[config.mk]
export PLATFORM = sky130hd
export DESIGN_NAME = adder_tree_pipe_flat
export DESIGN_NICKNAME = d
export VERILOG_FILES = /design/src/rtl/adder_tree_pipe_if.sv /design/src/rtl/adder_tree_pipe.sv /design/src/flat_wrapper.sv
export SDC_FILE = /design/constraint.sdc
export NUM_CORES = 1
export LEC_CHECK = 0
export CORE_MARGIN = 2
export CORE_UTILIZATION = 50
export DETAILED_ROUTE_END_ITERATION = 10
export GPL_ROUTABILITY_DRIVEN = 0
export GPL_TIMING_DRIVEN = 0
export PLACE_DENSITY = 0.8
export SLEW_MARGIN = 25
export SYNTH_ARGS = -nofsm -noshare
export SYNTH_HDL_FRONTEND = slang
export SYNTH_SLANG_ARGS = --single-unit
[constraint.sdc]
create_clock -name clk -period 2.6 [get_ports clk]
set_input_delay 0.52 -clock clk [delete_from_list [all_inputs] [get_ports clk]]
set_output_delay 0.52 -clock clk [all_outputs]
set_load 0.03 [all_outputs]
[src/rtl/adder_tree_pipe_if.sv]
// Handshake bundle for adder_tree_pipe: one packed operand beat in, one reduced sum out.
interface adder_tree_pipe_if #(
  parameter int unsigned NUM_IN = 4,
  parameter int unsigned IN_W   = 8
);
  localparam int unsigned LVLS  = $clog2(NUM_IN);
  localparam int unsigned OUT_W = IN_W + LVLS;

  logic [NUM_IN*IN_W-1:0] in_data;
  logic                   in_valid;
  logic                   in_ready;
  logic [OUT_W-1:0]       out_sum;
  logic                   out_valid;
  logic                   out_ready;
  logic                   busy;

  modport master (
    output in_data, in_valid, out_ready,
    input  in_ready, out_sum, out_valid, busy
  );

  modport slave (
    input  in_data, in_valid, out_ready,
    output in_ready, out_sum, out_valid, busy
  );
endinterface

[src/rtl/adder_tree_pipe.sv]
// Pipelined balanced adder tree: sums NUM_IN operands per beat, one tree level per stage,
// with a global stall so backpressure freezes every stage together.
module adder_tree_pipe #(
  parameter int unsigned NUM_IN = 4,
  parameter int unsigned IN_W   = 8,
  parameter bit          SIGNED = 1'b0
) (
  input  logic             clk,
  input  logic             rst,
  adder_tree_pipe_if.slave bus
);
  localparam int unsigned LVLS = $clog2(NUM_IN);

  logic            w_advance;
  logic [LVLS:1]   w_lvl_valid;

  // The tree moves only when the output slot is empty or being drained this cycle.
  assign w_advance    = !bus.out_valid || bus.out_ready;
  assign bus.in_ready = w_advance && !rst;
  assign bus.busy     = |w_lvl_valid;

  for (genvar k = 1; k <= LVLS; k++) begin : g_lvl
    localparam int unsigned NW = IN_W + k;     // node width at this level
    localparam int unsigned PW = NW - 1;       // node width one level up
    localparam int unsigned NN = NUM_IN >> k;  // node count at this level

    logic [2*NN*PW-1:0] w_prev;
    logic               w_prev_valid;
    logic [NN*NW-1:0]   w_sum;
    logic [NN*NW-1:0]   r_data;
    logic               r_valid;

    if (k == 1) begin : g_src
      assign w_prev       = bus.in_data;
      assign w_prev_valid = bus.in_valid;
    end else begin : g_src
      assign w_prev       = g_lvl[k-1].r_data;
      assign w_prev_valid = g_lvl[k-1].r_valid;
    end

    // Pairwise sums; each child gains one extension bit so no carry is ever dropped.
    for (genvar j = 0; j < NN; j++) begin : g_node
      logic [PW-1:0] w_a;
      logic [PW-1:0] w_b;
      logic          w_a_ext;
      logic          w_b_ext;

      assign w_a     = w_prev[(2*j)*PW +: PW];
      assign w_b     = w_prev[(2*j+1)*PW +: PW];
      assign w_a_ext = SIGNED & w_a[PW-1];
      assign w_b_ext = SIGNED & w_b[PW-1];
      assign w_sum[j*NW +: NW] = {w_a_ext, w_a} + {w_b_ext, w_b};
    end

    // Level register: loads partial sums and valid (bubbles included) whenever the tree advances.
    always_ff @(posedge clk) begin
      if (rst) begin
        r_data  <= '0;
        r_valid <= 1'b0;
      end else if (w_advance) begin
        r_data  <= w_sum;
        r_valid <= w_prev_valid;
      end
    end

    assign w_lvl_valid[k] = r_valid;
  end

  assign bus.out_sum   = g_lvl[LVLS].r_data;
  assign bus.out_valid = g_lvl[LVLS].r_valid;
endmodule

[src/flat_wrapper.sv]
// flat-port wrapper written by rule: the top's interface ports become plain ports
module adder_tree_pipe_flat 
#(
  parameter int unsigned NUM_IN = 4,
  parameter int unsigned IN_W   = 8,
  parameter bit          SIGNED = 1'b0
)
  (clk, rst, bus_in_data, bus_in_valid, bus_out_ready, bus_in_ready, bus_out_sum, bus_out_valid, bus_busy);
  adder_tree_pipe_if #(.NUM_IN(NUM_IN), .IN_W(IN_W)) bus_i ();
  input  logic clk;
  input  logic rst;
  input wire logic [$bits(bus_i.in_data)-1:0] bus_in_data;
  input wire logic [$bits(bus_i.in_valid)-1:0] bus_in_valid;
  input wire logic [$bits(bus_i.out_ready)-1:0] bus_out_ready;
  output wire logic [$bits(bus_i.in_ready)-1:0] bus_in_ready;
  output wire logic [$bits(bus_i.out_sum)-1:0] bus_out_sum;
  output wire logic [$bits(bus_i.out_valid)-1:0] bus_out_valid;
  output wire logic [$bits(bus_i.busy)-1:0] bus_busy;
  assign bus_i.in_data = bus_in_data;
  assign bus_i.in_valid = bus_in_valid;
  assign bus_i.out_ready = bus_out_ready;
  assign bus_in_ready = bus_i.in_ready;
  assign bus_out_sum = bus_i.out_sum;
  assign bus_out_valid = bus_i.out_valid;
  assign bus_busy = bus_i.busy;
  adder_tree_pipe #(.NUM_IN(NUM_IN), .IN_W(IN_W), .SIGNED(SIGNED)) u_core (.clk(clk), .rst(rst), .bus(bus_i));
endmodule
==> out/metrics.cfg, run 1 <==
[sta]
min_period_ns=2.53
setup_viol=0
tns_ns=0
finalClockSkew_ns=0.00635
final_max_slew_viol_count=0
fin_crit_sh_pct=97.2
max_freq_ghz=0.396
relSlewSlack_pct=62.4
hold_ws_ns=0.452
hold_viol=0
worstMarginPinSlew_ns=0.563
grt_setup_unrepaired=false
setup_slack_ns=0.0734

[yosys]
ys_seq_area_share_pct=28.2
yosys.cell_count.top_type=dfxtp_1
synth_nets=309
netlist_area_um2=2130
synth_fa_ha_area_share_pct=17.5
synthCells=245
yosys-top-cells-count=30 x dfxtp_1, 25 x ha_1, 22 x a21oi_1
netlist.area_leader.share_pct=28.2
synth_top_family_by_area=compound AO/OA/AOI/OAI gates
synthSimpleGateAreaFrac_pct=18.1
ys_ff_latch=30
ys.flop_type=dfxtp_1
ys_types=47
yosysTopAreaCell=dfxtp_1
ys_top_cells_by_area=dfxtp_1 28%, ha_1 15%, a21oi_1 5.2%
synth-warning-count=0
avgSynthCellArea_um2=8.70
synth_compound_area_share_pct=28.7
synthMuxAreaShare_pct=0
synth-edff-count=0
async_reset_ff_share_pct=0
synth_xor_area_share_pct=3.70

[floorplanning]
core_area_um2=4060
die_area_um2=4800
die_h_um=69.3
rows=23
io-pin-count=49
dieWidth_um=69.3
initial_core_util_pct=52.5

[drt]
vias_per_cell=5.97
drc=0
routed_wl_um=5420
vias=2085
drt_pass1_iterations=4
drtAntennaViolNets=0
avgRoutedWirePerCell_um=15.5
drt-initial-drc-count=94

[setup_path]
end_kind=primary output
critPathArrivalTime_ns=2.01
path_cells=clkdlybuf4s50_1 > nand2b_1 > buf_2 > nand2_1 > inv_1 > clkdlybuf4s15_1
reg2reg_depth=6
reg2reg_slack_ns=0.52
cp.required_ns=2.08
path_class=primary input to primary output
rr_startpoint=u_core.g_lvl[1].r_data[0]
r2r-end=u_core.bus.out_sum[8]
cp_slowest_cell=clkdlybuf4s50_1
path_max_fanout=10
slowest_delay_ns=0.47
critPathLaunchType=primary input

[global_routing]
grt_pass1_vias=1924
grt_pass1_wl_um=8920
grtUsageTotal_pct=22.7
overflow=0
grt_max_degree=11
antenna_found_initial=0

[clocking]
cts.sink_count=30
clock-root-buffer=clkbuf_8
numCtsBuffers=5
cts_tree=built
clk_pin_slew_ns=0.06
cts_buffer_depth=2
insertion_delay_ns=0.28
h-tree-depth=2
holdBufCountCts=0

[layout]
fin_cells=349
final_layout_size_suffix_gt1_share_pct=7.69
final_nets=363
area_delta_synth_final_pct=28.7
antenna_cells=0
fill_cells=360

[place]
io_buffers=47
dp_hpwl_um=3940
dpl.cell_count=342
dp_slack_ns=-0.200

[hold_path]
min_path_type=flip-flop to flip-flop
whs_path_depth=2
hold_start=u_core.bus.out_sum[0]
hold_end=u_core.bus.out_sum[0]

[power_and_ir_drop]
ir_drop_mv=0.478
powerDensity_nw_per_um2=539
cellLeakagePower_uw=0.00112
p_total_uw=1480

[run]
maxCapViolCount=0

[status]
status=finished, final reports clean

==> layer usage <==
metal	share of wire (%)	global-route usage, %
met1	45	30.7
met2	47	37.0
met3	6.3	4.36
met4	1.8	6.54
met5	0	0
==> power breakdown <==
part           internal (uW)  switching, uW
combinational            271            302
clock                    179            167
sequential               523           38.3
total                    972            507
==> worst max-delay path by stage <==
stage	startpoint	to	slack, ns	cells after the start
floorplan	bus_in_data[0]	u_core.g_lvl[1].r_data[8]	0.53	6
global placement	bus_out_ready	bus_in_ready	-0.17	6
detailed placement	bus_out_ready	bus_in_ready	-0.20	6
CTS	bus_out_ready	bus_in_ready	0.07	6
global route	bus_out_ready	bus_in_ready	0.02	6
finish	bus_out_ready	bus_in_ready	0.07	6
==> layout by cell type (no fill, tap or decap), types with 2 or more instances in the layout <==
cell             netlist  final
a2111oi_0              2      2
a211o_1                2      2
a211oi_1               6      6
a21o_1                 5      5
a21oi_1               22     22
a31oi_1                6      6
and3_1                 2      2
buf_2                  5      5
clkbuf_1               5      5
clkbuf_8               0      5
clkdlybuf4s50_1        0     46
clkinv_2               0      2
dfxtp_1               30     30
fa_1                   3      3
ha_1                  25     25
inv_1                  7      7
nand2_1               17     17
nand3_1               13     13
nand3b_1               5      5
nand4b_1               2      2
nor2_1                 7      7
nor3_1                12     12
nor4b_1                6      6
o211ai_1              10     10
o21a_1                 4      4
o21ai_0               15     15
o21bai_1               3      3
or2_2                  2      2
xnor2_1                8      8
==> what timing repair did <==
action,in CTS,in global routing
gates resized for setup,1,1
endpoints found under the setup margin,1,1
buffers inserted,0,0
==> critical path, delay by kind of cell <==
family / cells / cell delay [ns]
and+or+nand+nor: 2 / 0.28
buffers and inverters: 4 / 1.19
==> per-stage QoR <==
stage          utilization, %  cell area [um^2]
4_1_cts                  67.6              2740
3_5_place_dp             65.6              2660
5_1_grt                  67.6              2740
3_3_place_gp             65.6              2660
6_report                 67.6              2740
2_1_floorplan               -              2130
==> final cells by class <==
type / count / area (um^2) / share of cell area [%]
sequential: 30 / 601 / 21.9
clock inverter: 2 / 10.0 / 0.365
clock buffer: 5 / 68.8 / 2.51
tap: 50 / 62.6 / 2.28
buffer: 12 / 55.1 / 2.01
inverter: 7 / 26.3 / 0.958
multi-input combinational: 196 / 1450 / 52.8
timing repair buffer: 47 / 470 / 17.2
==> state kept, by name, indices dropped and copies added (netlist names) <==
register and count:
u_core.g_lvl.r_valid 1, u_core.bus.out_valid 1, u_core.g_lvl.r_data 18, u_core.bus.out_sum 10
==> kinds of logic (layout without fill, tap and decap cells) <==
family	Yosys count	after routing
compound gates	87	87
buf+inv	19	73
simple gates	72	72
xor+xnor	9	9
fa+ha+maj	28	28
flops	30	30
Power figures use the tool's default switching activity.
==> run 2, diff against run 1 <==
ABC_AREA = 1   (was unset)
CORE_MARGIN = unset   (was 2)
PLACE_DENSITY = 0.79   (was 0.8)
TNS_END_PERCENT = 100   (was unset)
==> run 2 against run 1 <==
Utilization increased by 1.2 points. Die area is 2.5% lower. Clock power increased by 13%. Clock skew fell by 0.0010 ns. Critical path depth is 1 lower. Non-clock buffer count decreased by 3. Wire length decreased by 11%. Synthesized cell count grew 31%. Design area rose by 3.3%. Setup slack gained 0.14 ns. Critical path type unchanged. Highest routed layer unchanged.
==> out/metrics.cfg, run 2 <==
[floorplanning]
rows=23
core_area_um2=4120
die_area_um2=4680
initial_core_util_pct=53.6
dieWidth_um=68.4
io-pin-count=49
die_h_um=68.4

[yosys]
ys.flop_type=dfxtp_1
netlist_area_um2=2210
synthCells=322
async_reset_ff_share_pct=0
netlist.area_leader.share_pct=27.2
ys_seq_area_share_pct=27.2
avgSynthCellArea_um2=6.85
ys_top_cells_by_area=dfxtp_1 27%, ha_1 14%, nand2_1 13%
synth-warning-count=0
ys_ff_latch=30
yosys-top-cells-count=75 x nand2_1, 41 x inv_1, 41 x nor2_1
yosys.cell_count.top_type=nand2_1
yosysTopAreaCell=dfxtp_1
synth_nets=386
ys_types=20
synth-edff-count=0

[sta]
max_freq_ghz=0.419
relSlewSlack_pct=79.7
hold_viol=0
final_max_slew_viol_count=0
grt_setup_unrepaired=false
finalClockSkew_ns=0.00534
setup_viol=0
tns_ns=0
worstMarginPinSlew_ns=0.304
min_period_ns=2.39
fin_crit_sh_pct=91.8

[setup_path]
cp.required_ns=2.08
path_cells=clkdlybuf4s50_1 > nor2_4 > buf_2 > nor2_1 > dlygate4sd2_1
r2r-end=u_core.bus.out_sum[8]
slowest_delay_ns=0.46
critPathArrivalTime_ns=1.87
path_depth=5
cp_slowest_cell=clkdlybuf4s50_1
path_max_fanout=10
rr_startpoint=u_core.g_lvl[1].r_data[0]
critPathLaunch=bus_out_ready
reg2reg_depth=10
critPathLaunchType=primary input
path_class=primary input to primary output
critPathBufInv=3
end_kind=primary output
endpoint=bus_in_ready
reg2reg_slack_ns=0.95
critPathTopFamily=buffers and inverters

[power_and_ir_drop]
clock_power_share_pct=26.1
powerDensity_nw_per_um2=529
sw_frac_of_total_pct=34.6
seqPwrFrac_pct=37.0
p_switching_uw=519
ir_drop_mv=0.226
cellLeakagePower_uw=0.00148
combPwrFrac_pct=36.9
power.internal_uw=979

[layout]
area_delta_synth_final_pct=28.4
antenna_cells=0
final_layout_size_suffix_gt1_share_pct=6.90
mostFrequentLayoutCell=nand2_1
utilization_pct=68.8
largest_register_ff_count=18
layout_common_cells=75 x nand2_1, 46 x clkdlybuf4s50_1, 41 x nor2_1, 41 x inv_1, 30 x dfxtp_1
final_nets=440
top_register=u_core.g_lvl.r_data

[place]
dp_hpwl_um=3690
io_buffers=47

[global_routing]
met1_usage_pct=27.0
grt_pass1_wl_um=7890
busiest_layer=met2
grt_use_met3_pct=4.50
grt_pass1_vias=1914
antenna_found_initial=0
use_met2_pct=39.8
grt_max_degree=11
overflow=0
grtUsageTotal_pct=23.1

[drt]
drc=0
vias=2152
drt_pass1_iterations=4
drt-initial-drc-count=82
vias_per_cell=5.04
avgRoutedWirePerCell_um=11.3
routed_wl_um=4840
drtAntennaViolNets=0

[clocking]
cts_buffer_depth=2
holdBufCountCts=0
numCtsBuffers=5
clock-root-buffer=clkbuf_8
insertion_delay_ns=0.29
cts_setup_buffers=0
cts_tree=built
cts.sink_count=30
clk_pin_slew_ns=0.07
h-tree-depth=2

[hold_path]
min_path_type=flip-flop to flip-flop

[status]
status=finished, final reports clean

[run]
maxCapViolCount=0

run 2: worst min-delay path by stage:
stage | slack, ns | endpoint | startpoint | cells past startpoint
3_5_place_dp | 0.47 | u_core.g_lvl[1].r_valid | u_core.g_lvl[1].r_valid | 2
5_1_grt | 0.51 | u_core.bus.out_sum[1] | u_core.bus.out_sum[1] | 2
6_report | 0.48 | u_core.g_lvl[1].r_valid | u_core.g_lvl[1].r_valid | 2
3_3_place_gp | 0.46 | u_core.bus.out_sum[0] | u_core.bus.out_sum[0] | 2
4_1_cts | 0.48 | u_core.g_lvl[1].r_valid | u_core.g_lvl[1].r_valid | 2
2_1_floorplan | 0.45 | u_core.g_lvl[1].r_valid | u_core.g_lvl[1].r_valid | 2
run 2: area by class of cell:
class                   instances  area [um^2]
plain buffers                   9         60.1
clock buffers                   6         82.6
clock inverters                 2         12.5
fillers                       377         1280
inverters                      44          165
multi-input cells             239         1380
flip-flops and latches         30          601
well taps                      50         62.6
repair buffers                 47          469
run 2: worst min-delay path: cells and delay by family (launching register included):
kind	cells	cell delay, ns
DFF	1	0.30
buffers and inverters	1	0.08
AOI/OAI and AO/OA	1	0.06
run 2: cell families after synthesis:
kind of cell             synth area share, %
AND/OR/NAND/NOR                         32.0
buffers and inverters                   10.2
AO/OA/AOI/OAI                           12.5
flip-flops                              27.2
adder cells (fa/ha/maj)                 16.9
XOR/XNOR                                1.19
run 2: layer usage:
metal / vias up / share of wire, %
li1: 1146 / -
met1: 932 / 46
met3: 10 / 5.5
met2: 64 / 46
met4: 0 / 2.2
met5: - / 0
run 2: power by group through the flow:
stage | Clock [uW] | Combinational, uW | Sequential [uW]
final | 391 | 553 | 554
after global routing | 414 | 623 | 561
after CTS | 399 | 553 | 554
after detailed placement | 0 | 548 | 563
after global placement | 0 | 538 | 561
after floorplan | 0 | 322 | 608
run 2: timing repair:
action,in CTS,in global routing
endpoints found under the setup margin,1,0
resized for setup,1,0
endpoints found under the hold margin,0,0
run 2: metrics by stage:
| step | hold slack (ns) | cells | worst slack, ns | area (um^2) | power [uW] |
|---|---|---|---|---|---|
| 6_report | 0.479 | 427 | 0.212 | 2830 | 1500 |
| 5_1_grt | 0.512 | 427 | 0.147 | 2830 | 1600 |
| 4_1_cts | 0.482 | 427 | 0.199 | 2830 | 1510 |
| 3_5_place_dp | 0.472 | 419 | -0.0355 | 2740 | 1110 |
| 3_3_place_gp | 0.463 | 419 | -0.0491 | 2740 | 1100 |
| 2_1_floorplan | 0.449 | 322 | 0.891 | 2210 | 930 |
==> run 3, diff against run 2 <==
CTS_CLUSTER_DIAMETER = 150   (was unset)
==> results of run 3 <==
No change in the layout: final DEF, timing and power equal those of run 2.
